==> config.mk <==
export PLATFORM = sky130hd
export DESIGN_NAME = mipi_csi_rx_packet_decoder_8b4lane_flat
export DESIGN_NICKNAME = d
export VERILOG_FILES = /design/src/rtl/mipi_csi_rx_packet_decoder_8b4lane_if.sv /design/src/rtl/mipi_csi_rx_packet_decoder_8b4lane.sv /design/src/flat_wrapper.sv
export SDC_FILE = /design/constraint.sdc
export NUM_CORES = 1
export LEC_CHECK = 0
export ABC_AREA = 1
export BUFFER_PORTS_ARGS = -buffer_cell sky130_fd_sc_hd__buf_2
export CAP_MARGIN = 20
export CORE_UTILIZATION = 45
export CTS_CLUSTER_SIZE = 25
export DETAILED_ROUTE_END_ITERATION = 6
export PLACE_DENSITY = 0.77
export SETUP_SLACK_MARGIN = 0.4
export SYNTH_ARGS = -nofsm -noshare
export SYNTH_HDL_FRONTEND = slang
export SYNTH_SLANG_ARGS = --single-unit
==> constraint.sdc <==
create_clock -name clk_i -period 2.6 [get_ports clk_i]
set_clock_uncertainty 0.2 [all_clocks]
set_input_delay 0.65 -clock clk_i [delete_from_list [all_inputs] [get_ports clk_i]]
set_output_delay 0.65 -clock clk_i [all_outputs]
set_load 0.03 [all_outputs]
==> src/rtl/mipi_csi_rx_packet_decoder_8b4lane_if.sv <==
// Byte-stream input and decoded payload/status output bundle for the 4-lane CSI-2 packet decoder.
interface mipi_csi_rx_packet_decoder_8b4lane_if;
   localparam int unsigned DATA_W  = 64;
   localparam int unsigned TYPE_W  = 3;
   localparam int unsigned COUNT_W = 16;

   logic                 data_valid_i;
   logic [DATA_W-1:0]    data_i;
   logic                 output_valid_o;
   logic [DATA_W-1:0]    data_o;
   logic [TYPE_W-1:0]    packet_type_o;
   logic                 frame_start_o;
   logic                 frame_end_o;
   logic [COUNT_W-1:0]   line_count_o;
   logic                 error_o;

   modport master (
      output data_valid_i, data_i,
      input  output_valid_o, data_o, packet_type_o, frame_start_o, frame_end_o,
             line_count_o, error_o
   );

   modport slave (
      input  data_valid_i, data_i,
      output output_valid_o, data_o, packet_type_o, frame_start_o, frame_end_o,
             line_count_o, error_o
   );
endinterface

==> src/rtl/mipi_csi_rx_packet_decoder_8b4lane.sv <==
// CSI-2 packet decoder: parses the header word, realigns long-packet payload by 4 bytes,
// and reports frame start/end, line count and truncated packets.
module mipi_csi_rx_packet_decoder_8b4lane (
   input logic clk_i,
   input logic reset_n_i,
   mipi_csi_rx_packet_decoder_8b4lane_if.slave bus
);
   localparam int unsigned DATA_W  = 64;
   localparam int unsigned HALF_W  = 32;
   localparam int unsigned TYPE_W  = 3;
   localparam int unsigned COUNT_W = 16;
   localparam int unsigned DT_W    = 6;

   localparam logic [DT_W-1:0] DT_FS     = 6'h00;
   localparam logic [DT_W-1:0] DT_FE     = 6'h01;
   localparam logic [DT_W-1:0] DT_RAW10  = 6'h2B;
   localparam logic [DT_W-1:0] DT_RAW12  = 6'h2C;
   localparam logic [DT_W-1:0] DT_RAW14  = 6'h2D;
   localparam logic [COUNT_W-1:0] WORD_BYTES = 16'd8;

   typedef enum logic [1:0] {ST_IDLE, ST_PAYLOAD, ST_DRAIN} state_e;

   state_e               state_q, state_d;
   logic [COUNT_W-1:0]   rem_q, rem_d;
   logic [HALF_W-1:0]    hold_q, hold_d;
   logic                 prev_valid_q, prev_valid_d;
   logic                 out_valid_q, out_valid_d;
   logic [DATA_W-1:0]    data_q, data_d;
   logic [TYPE_W-1:0]    type_q, type_d;
   logic                 fs_q, fs_d;
   logic                 fe_q, fe_d;
   logic                 err_q, err_d;
   logic [COUNT_W-1:0]   line_q, line_d;

   logic [DT_W-1:0]      hdr_dt;
   logic [COUNT_W-1:0]   hdr_wc;
   logic                 hdr_long;

   assign hdr_dt   = bus.data_i[5:0];
   assign hdr_wc   = bus.data_i[23:8];
   assign hdr_long = (hdr_dt == DT_RAW10) || (hdr_dt == DT_RAW12) || (hdr_dt == DT_RAW14);

   // Next-state and registered-output logic.
   always_comb begin
      state_d      = state_q;
      rem_d        = rem_q;
      hold_d       = hold_q;
      prev_valid_d = bus.data_valid_i;
      out_valid_d  = 1'b0;
      data_d       = data_q;
      type_d       = type_q;
      fs_d         = 1'b0;
      fe_d         = 1'b0;
      err_d        = 1'b0;
      line_d       = line_q;

      unique case (state_q)
         ST_IDLE: begin
            // A header is only trusted after a low cycle, which also covers reset mid-burst.
            if (bus.data_valid_i && !prev_valid_q) begin
               if (hdr_long && (hdr_wc != '0)) begin
                  type_d  = bus.data_i[2:0];
                  rem_d   = hdr_wc;
                  hold_d  = bus.data_i[63:32];
                  state_d = ST_PAYLOAD;
               end else begin
                  if (hdr_dt == DT_FS) begin
                     fs_d   = 1'b1;
                     line_d = '0;
                  end else if (hdr_dt == DT_FE) begin
                     fe_d = 1'b1;
                  end
                  state_d = ST_DRAIN;
               end
            end
         end
         ST_PAYLOAD: begin
            if (!bus.data_valid_i) begin
               err_d   = 1'b1;
               rem_d   = '0;
               state_d = ST_IDLE;
            end else begin
               out_valid_d = 1'b1;
               data_d      = {bus.data_i[31:0], hold_q};
               hold_d      = bus.data_i[63:32];
               if (rem_q <= WORD_BYTES) begin
                  rem_d   = '0;
                  line_d  = COUNT_W'(line_q + 16'd1);
                  state_d = ST_DRAIN;
               end else begin
                  rem_d = COUNT_W'(rem_q - WORD_BYTES);
               end
            end
         end
         ST_DRAIN: begin
            if (!bus.data_valid_i) begin
               state_d = ST_IDLE;
            end
         end
         default: state_d = ST_IDLE;
      endcase
   end

   always_ff @(posedge clk_i or negedge reset_n_i) begin
      if (!reset_n_i) begin
         state_q      <= ST_IDLE;
         rem_q        <= '0;
         hold_q       <= '0;
         prev_valid_q <= 1'b1;
         out_valid_q  <= 1'b0;
         data_q       <= '0;
         type_q       <= '0;
         fs_q         <= 1'b0;
         fe_q         <= 1'b0;
         err_q        <= 1'b0;
         line_q       <= '0;
      end else begin
         state_q      <= state_d;
         rem_q        <= rem_d;
         hold_q       <= hold_d;
         prev_valid_q <= prev_valid_d;
         out_valid_q  <= out_valid_d;
         data_q       <= data_d;
         type_q       <= type_d;
         fs_q         <= fs_d;
         fe_q         <= fe_d;
         err_q        <= err_d;
         line_q       <= line_d;
      end
   end

   assign bus.output_valid_o = out_valid_q;
   assign bus.data_o         = data_q;
   assign bus.packet_type_o  = type_q;
   assign bus.frame_start_o  = fs_q;
   assign bus.frame_end_o    = fe_q;
   assign bus.line_count_o   = line_q;
   assign bus.error_o        = err_q;
endmodule
==> src/flat_wrapper.sv <==
// flat-port wrapper written by rule: the top's interface ports become plain ports
module mipi_csi_rx_packet_decoder_8b4lane_flat 
  (clk_i, reset_n_i, bus_data_valid_i, bus_data_i, bus_output_valid_o, bus_data_o, bus_packet_type_o, bus_frame_start_o, bus_frame_end_o, bus_line_count_o, bus_error_o);
  mipi_csi_rx_packet_decoder_8b4lane_if bus_i ();
  input logic clk_i;
  input logic reset_n_i;
  input wire logic [$bits(bus_i.data_valid_i)-1:0] bus_data_valid_i;
  input wire logic [$bits(bus_i.data_i)-1:0] bus_data_i;
  output wire logic [$bits(bus_i.output_valid_o)-1:0] bus_output_valid_o;
  output wire logic [$bits(bus_i.data_o)-1:0] bus_data_o;
  output wire logic [$bits(bus_i.packet_type_o)-1:0] bus_packet_type_o;
  output wire logic [$bits(bus_i.frame_start_o)-1:0] bus_frame_start_o;
  output wire logic [$bits(bus_i.frame_end_o)-1:0] bus_frame_end_o;
  output wire logic [$bits(bus_i.line_count_o)-1:0] bus_line_count_o;
  output wire logic [$bits(bus_i.error_o)-1:0] bus_error_o;
  assign bus_i.data_valid_i = bus_data_valid_i;
  assign bus_i.data_i = bus_data_i;
  assign bus_output_valid_o = bus_i.output_valid_o;
  assign bus_data_o = bus_i.data_o;
  assign bus_packet_type_o = bus_i.packet_type_o;
  assign bus_frame_start_o = bus_i.frame_start_o;
  assign bus_frame_end_o = bus_i.frame_end_o;
  assign bus_line_count_o = bus_i.line_count_o;
  assign bus_error_o = bus_i.error_o;
  mipi_csi_rx_packet_decoder_8b4lane u_core (.clk_i(clk_i), .reset_n_i(reset_n_i), .bus(bus_i));
endmodule
==> results of run 1 <==
[layout make-up]
| type | instances | area (um^2) | area share [%] |
|---|---|---|---|
| multi-input cells | 563 | 2370 | 30.3 |
| inverters | 78 | 293 | 3.74 |
| repair buffers | 165 | 902 | 11.5 |
| clock buffers | 22 | 464 | 5.94 |
| well taps | 176 | 220 | 2.82 |
| clock inverters | 10 | 119 | 1.52 |
| flip-flops and latches | 138 | 3450 | 44.2 |
[path summary, 6_finish.rpt]
| kind | end | startpoint | cells past startpoint |
|---|---|---|---|
| hold / removal | u_core.prev_valid_q$_DFF_PN1_ | bus_data_valid_i | 1 |
| max in group asynchronous | u_core.rem_q[9]$_DFFE_PN0P_ | reset_n_i | 3 |
| setup reg to reg | u_core.bus.line_count_o[0]$_DFFE_PN0P_ | u_core.rem_q[12]$_DFFE_PN0P_ | 7 |
| min in group asynchronous | u_core.bus.line_count_o[5]$_DFFE_PN0P_ | reset_n_i | 2 |
| hold reg to reg | u_core.bus.data_o[58]$_DFFE_PN0P_ | u_core.bus.data_o[58]$_DFFE_PN0P_ | 2 |
| setup / recovery | u_core.bus.line_count_o[0]$_DFFE_PN0P_ | u_core.rem_q[12]$_DFFE_PN0P_ | 7 |
[power breakdown]
| part | internal [W] | switching, W | total (W) | leakage, nW |
|---|---|---|---|---|
| sequential | 0.00291 | 0.000467 | 0.00338 | 1.80 |
| clock | 0.00146 | 0.000902 | 0.00236 | 0.276 |
| combinational | 0.000894 | 0.00204 | 0.00294 | 2.44 |
| total | 0.00527 | 0.00341 | 0.00868 | 4.52 |
[worst reg2reg max path, delay by kind of cell (launching register included)]
family | cells | cell delay, ps
simple gates | 5 | 1050
flops | 1 | 410
compound gates | 1 | 230
buf+inv | 1 | 70
[sequential cells by signal, summed over array words and instances, names as in the netlist]
| register | count |
|---|---|
| u_core.bus.data_o | 64 |
| u_core.bus.packet_type_o | 3 |
| u_core.prev_valid_q | 1 |
| u_core.bus.line_count_o | 16 |
| u_core.state_q | 2 |
| u_core.rem_q | 16 |
| u_core.hold_q | 32 |
| u_core.bus.output_valid_o | 1 |
| u_core.bus.frame_start_o | 1 |
| u_core.bus.frame_end_o | 1 |
| u_core.bus.error_o | 1 |
[layout by cell type (no fill, tap or decap), drive strengths merged, types with 2 or more instances in the layout]
cell type	n
nand2	379
buf	164
dfrtp	137
inv	78
nor2	76
o21ai	53
nand3	26
clkbuf	22
xor2	8
nand4	6
clkinv	5
xnor2	4
nor3	3
clkinvlp	3
a21oi	3
ha	2
bufinv	2
[kinds of logic after synthesis]
kind of cell / after synthesis
AO/OA/AOI/OAI: 59
XOR/XNOR: 12
adder cells (fa/ha/maj): 2
buffers and inverters: 104
flip-flops: 138
AND/OR/NAND/NOR: 490
[repair_timing]
action                                 in CTS  in global routing
setup endpoints to repair                   8                 11
hold buffers                                1                  0
buffers inserted                            0                  0
gates resized for setup                     1                  2
endpoints found under the hold margin       1                  0
[metal layers]
metal	global-route usage, %	share of wire [%]
met5	0	0
met4	9.77	2.4
met3	6.56	6.3
met2	34.1	47
met1	28.8	44
[stage by stage]
stage               cell area (um^2)  util, %  total power, W  setup WS, ps
floorplan                       6220        -         0.00542           703
global placement                7220     54.1         0.00625           267
detailed placement              7220     54.1         0.00635           177
CTS                             7810     58.5         0.00874           457
global route                    7820     58.6         0.00926           410
finish                          7820     58.6         0.00868           557
==> run metrics, run 1 <==
status completed; Placeable Area between 10000 and 15000 um^2; grt ovf 0; clk_lat worst skew 410 ps; via count of the first global-routing pass 5186; final hold slack between 150 and 200 ps; gr usage total ~22%; count of warnings emitted by yosys 0; #FFs+latches synth approximately 140; DR WL/cell roughly 13 um; CTS Sinks 138; largest net degree at the start of global routing 65; Synth area leader dfrtp_1; largest family of logic cells by synthesized area simple AND/OR/NAND/NOR gates; number of cells produced by synthesis between 800 and 900; Hold Fails Final Rpt 0; placed cells about 1100; Final HPWL DP between 10 and 15 mm; startpoint types flip-flop; count leader, synth nand2_1; Leak 4.52 nW; Hold WC Path Type primary input to flip-flop; antenna cell count 0; Syn Area/Cell a little under 8 um^2; WP data required 2730 ps; RSZ-0062 raised after global routing no; fill count roughly 1300; Setup CP Type flip-flop to flip-flop; max capacitance violation total 0; Setup crit end kind flip-flop; final setup violation count 0; slew at the pin with the worst max-slew slack just under 600 ps; post-synth cell types 28; Die Area ~14000 um^2; post-route setup TNS 0 ps; commonest cells in the netlist 377 x nand2_1, 137 x dfrtp_1, 75 x inv_1; RePlAce Congestion 0.841; post-route antenna net violation count 0; IO Pins between 150 and 200; fin crit share about four fifths; Layout Cells excl Fill around 1200; CP most frequent cell nor2_1; CP cell instances nor2_1 > inv_1 > nor2_1 > nand3_1 > nand2_2 > nand4_2 > o21ai_0; Critical path buffers and inverters 1; adder-cell share of the synthesized area less than 1%; routed wire length around 15 mm; TritonCTS Buffers 17; Initial Util between 40% and 50%; Top delay family on crit path simple AND/OR/NAND/NOR gates; first-pass GRT wire length 24.8 mm; clk slew on worst S/H paths about 50 ps; Compound-Gate Fraction of Synth Area under 10%; P per Cell Area about 1100 nW/um^2; post-synthesis mux area share 0%; vias after detailed routing 5471; dominant cells by area after synthesis dfrtp_1 55%, nand2_1 23%, inv_1 4.5%; drt pass-1 iters 5; Nets 1032; reg2reg setup slack ~560 ps; Period minus WS final ~2000 ps; row count between 40 and 50; Max VDD drop approximately 730 uV; DR iter-0 viols 352; syn_nets 874; initial antenna violation count 0; EDFF count, synth 0; Post-Synth Simple-Gate Area a little under a third; routed vias/inst 4.75; CTS tree done; Die Wd between 100 and 150 um; Post-synth ARST share between 90% and 100%; share of cells above drive strength 1 21.3%; max_slew headroom 60.8%; area share of xor/xnor cells in the synthesized design under 10%; area grow syn2layout 25.7%; CP max-delay cell dfrtp_1; sequential share of the synthesized area a little under three fifths; Die Ht around 120 um; worst-path fanout max 15; Yosys top cell area share approximately 55%; WP data arrival between 2000 and 2500 ps; Max Clk Rate approximately 490 MHz; DRC 0; IO Port Bufs roughly 150; clock root cell clkbuf_16; crit-path max cell delay between 400 and 500 ps; post-synthesis cell area around 6200 um^2; Post-synth top flop dfrtp_1; H-tree depth 4; CTS max path bufs 2; Final Max Slew Viols 0
Note: power is estimated with default switching activity, not from simulation.
==> run 2, diff against run 1 <==
--- a/config.mk
+++ b/config.mk
@@ -5,13 +5,13 @@
 export SDC_FILE = /design/constraint.sdc
 export NUM_CORES = 1
 export LEC_CHECK = 0
-export ABC_AREA = 1
+export ABC_AREA = 0
 export BUFFER_PORTS_ARGS = -buffer_cell sky130_fd_sc_hd__buf_2
 export CAP_MARGIN = 20
 export CORE_UTILIZATION = 45
 export CTS_CLUSTER_SIZE = 25
 export DETAILED_ROUTE_END_ITERATION = 6
-export PLACE_DENSITY = 0.77
+export PLACE_DENSITY = 0.81
 export SETUP_SLACK_MARGIN = 0.4
 export SYNTH_ARGS = -nofsm -noshare
 export SYNTH_HDL_FRONTEND = slang
==> constraint.sdc (replaced) <==
create_clock -name clk_i -period 1.7 [get_ports clk_i]
set_clock_uncertainty 0.2 [all_clocks]
set_input_delay 0.425 -clock clk_i [delete_from_list [all_inputs] [get_ports clk_i]]
set_output_delay 0.425 -clock clk_i [all_outputs]
set_load 0.03 [all_outputs]
==> run metrics, run 2 <==
max capacitance violation total 0 (unchanged); post-synth cell types 60 (was 28); syn_nets 640 (was 874); CTS max path bufs 2 (unchanged); Synth area leader dfrtp_1 (unchanged); DRC 0 (unchanged); largest net degree at the start of global routing 36 (was 65); Hold WC Path Type primary input to flip-flop (unchanged); worst-path fanout max 8 (was 15); Setup crit end kind flip-flop (unchanged); first-pass GRT wire length 36.4 mm (was 24.8 mm); IO Pins 154 (unchanged); Period minus WS final 2610 ps (was 2040 ps); commonest cells in the netlist 211 x nand2_1, 137 x dfrtp_1, 33 x mux2_2 (was 377 x nand2_1, 137 x dfrtp_1, 75 x inv_1); Largest register FFs 64 (unchanged); reg2reg setup slack -910 ps (was 560 ps); design area 11300 um^2 (was 7820 um^2); clock root cell clkbuf_16 (unchanged); Max Clk Rate 383 MHz (was 490 MHz); Reg2Reg Capture Point u_core.bus.line_count_o[9]$_DFFE_PN0P_ (was u_core.bus.line_count_o[0]$_DFFE_PN0P_); clk slew on worst S/H paths 70 ps (was 50 ps); Nets 1040 (was 1032); initial antenna violation count 2 (was 0); Finished Core Util 89.7% (was 58.6%); Die Area 13400 um^2 (was 14300 um^2); WP data required 1780 ps (was 2730 ps); area grow syn2layout 94.6% (was 25.7%); final worst setup slack -914 ps (was 557 ps); EDFF count, synth 0 (unchanged); Reg2Reg Launch Point u_core.rem_q[10]$_DFFE_PN0P_ (was u_core.rem_q[12]$_DFFE_PN0P_); Die Ht 116 um (was 120 um); post-synthesis cell area 5820 um^2 (was 6220 um^2); IO Port Bufs 153 (unchanged); #FFs+latches synth 138 (unchanged); via count of the first global-routing pass 6865 (was 5186); Setup CP Type flip-flop to flip-flop (unchanged); Final Max Slew Viols 0 (unchanged); final hold slack -0.376 ps (was 191 ps); Yosys top cell area share 58.9% (was 55.1%); count leader, synth nand2_1 (unchanged); RSZ-0062 raised after global routing yes (was no); number of cells produced by synthesis 571 (was 805); commonest cells after routing, fill and taps aside 173 x buf_4, 134 x dfrtp_1, 126 x buf_6 (was 375 x nand2_1, 152 x buf_2, 137 x dfrtp_1); Hold Crit Start bus_data_i[26] (was bus_data_valid_i); placed cell area 7940 um^2 (was 7220 um^2); Syn Area/Cell 10.2 um^2 (was 7.73 um^2); share of cells above drive strength 1 64.0% (was 21.3%); Hold Fails Final Rpt 1 (was 0); row count 41 (was 42); Hold Path Sink u_core.bus.data_o[58]$_DFFE_PN0P_ (was u_core.prev_valid_q$_DFF_PN1_); clk_lat worst skew 440 ps (was 410 ps); Leak 5.65 nW (was 4.52 nW); max_slew headroom 67.4% (was 60.8%); DR iter-0 viols 979 (was 352); TritonCTS Buffers 17 (unchanged); slew at the pin with the worst max-slew slack 489 ps (was 588 ps); grt ovf 0 (unchanged); failing checks hold timing, setup timing; Post-synth ARST share 100% (unchanged); routed wire length 30.8 mm (was 14.8 mm); H-tree depth 4 (unchanged); gr usage total 37.3% (was 22.1%); pre-CTS setup slack -857 ps (was 177 ps); post-route antenna net violation count 0 (unchanged); count of warnings emitted by yosys 0 (unchanged); P per Cell Area 974 nW/um^2 (was 1110 nW/um^2); RePlAce Congestion 0.840 (was 0.841); fin crit share 154% (was 78.6%); dominant cells by area after synthesis dfrtp_1 59%, nand2_1 14%, mux2_2 6.4% (was dfrtp_1 55%, nand2_1 23%, inv_1 4.5%); vias after detailed routing 7284 (was 5471); WP data arrival 2700 ps (was 2170 ps); DR WL/cell 26.6 um (was 12.8 um); final setup violation count 131 (was 0); drt pass-1 iters 6 (was 5); fill count 464 (was 1263); CTS Sinks 138 (unchanged); Max VDD drop 988 uV (was 733 uV); status complete, but fails checks (was completed); CTS tree done (unchanged); Placeable Area 12600 um^2 (was 13300 um^2); startpoint types flip-flop (unchanged); Reg2Reg Depth 5 (was 7); Die Wd 116 um (was 120 um); Post-synth top flop dfrtp_1 (unchanged); most common cell after layout, fill and taps aside buf_4 (was nand2_1); hold path depth 3 (was 1); Initial Util 46.1% (was 46.6%); routed vias/inst 6.30 (was 4.75); Final HPWL DP 11.8 mm (was 10.5 mm); sequential share of the synthesized area 59.4% (was 55.5%)
-- run 2: cell types whose count changed in the layout (fill, tap and decap cells not counted), moves of 35 or more --
cell     delta
inv_1      -69
buf_2      -87
nand2_1   -278
nand2_2    +63
buf_4     +165
buf_6     +125
mux2_4     +35
nor2_1     -59
o21ai_0    -48
nand2_4    +46
-- run 2: power by group --
part           switching, W  total [W]  internal, W  leakage [nW]
clock network       0.00174    0.00383      0.00209         0.270
logic               0.00159    0.00313      0.00154          3.53
registers          0.000380    0.00407      0.00369          1.85
-- run 2: layer usage --
layer	global-route usage, %	wire length (um)	vias to the layer above
li1	-	-	2779
met1	41.9	10100	3540
met2	63.8	14800	674
met3	8.37	3240	291
met4	24.9	2680	0
met5	0	0	-
-- run 2: what timing repair did --
item | in CTS | in global routing
pin swaps | 65 | 62
setup endpoints to repair | 223 | 237
gates cloned | 11 | 5
resized for setup | 309 | 142
hold buffers | 5 | 0
hold endpoints to repair | 33 | 0
buffers inserted | 78 | 37
-- run 2: logic make-up (layout without fill, tap and decap cells) --
logic type,count (synthesis),count (layout),synth area share (%)
simple gates,294,295,22.5
flops,138,138,59.4
compound gates,68,69,8.15
mux,36,36,6.94
buf+inv,29,440,1.98
xor+xnor,4,4,0.602
fa+ha+maj,2,2,0.430
other cells,0,1,0
-- run 2: final cells by class --
class | instances | area (um^2) | area share, %
clock buffer | 19 | 443 | 3.91
inverter | 7 | 26.3 | 0.232
multi-input combinational | 406 | 3230 | 28.5
sequential | 138 | 3460 | 30.5
tap | 172 | 215 | 1.90
clock inverter | 13 | 133 | 1.17
timing repair buffer | 401 | 3820 | 33.7
antenna | 1 | 2.50 | 0.0221
-- run 2: worst max path at each step --
stage / startpoint / endpoint / slack, ps / cells past startpoint
floorplan: bus_data_i[2] / u_core.bus.line_count_o[9]$_DFFE_PN0P_ / -620 / 6
global placement: bus_data_i[2] / u_core.bus.line_count_o[9]$_DFFE_PN0P_ / -820 / 6
detailed placement: bus_data_i[2] / u_core.bus.line_count_o[9]$_DFFE_PN0P_ / -860 / 6
CTS: u_core.rem_q[13]$_DFFE_PN0P_ / u_core.rem_q[11]$_DFFE_PN0P_ / -510 / 6
global route: u_core.bus.line_count_o[0]$_DFFE_PN0P_ / u_core.bus.line_count_o[9]$_DFFE_PN0P_ / -1050 / 5
finish: u_core.rem_q[10]$_DFFE_PN0P_ / u_core.bus.line_count_o[9]$_DFFE_PN0P_ / -910 / 5
-- run 2: per-stage QoR --
step,power (W),setup TNS [ps],instances
after floorplan,0.00507,-26180,571
after global placement,0.00597,-42980,988
after detailed placement,0.00606,-46600,988
after CTS,0.0101,-23750,1114
after global routing,0.0113,-48940,1156
final,0.0110,-47960,1157
-- run 2: worst max-delay path, stage by stage (launching register included) --
cell and delay [ps]:
dfrtp_1 420, nor3_2 440, and4_2 420, a21oi_4 120
or3b_2 470, a21oi_2 380
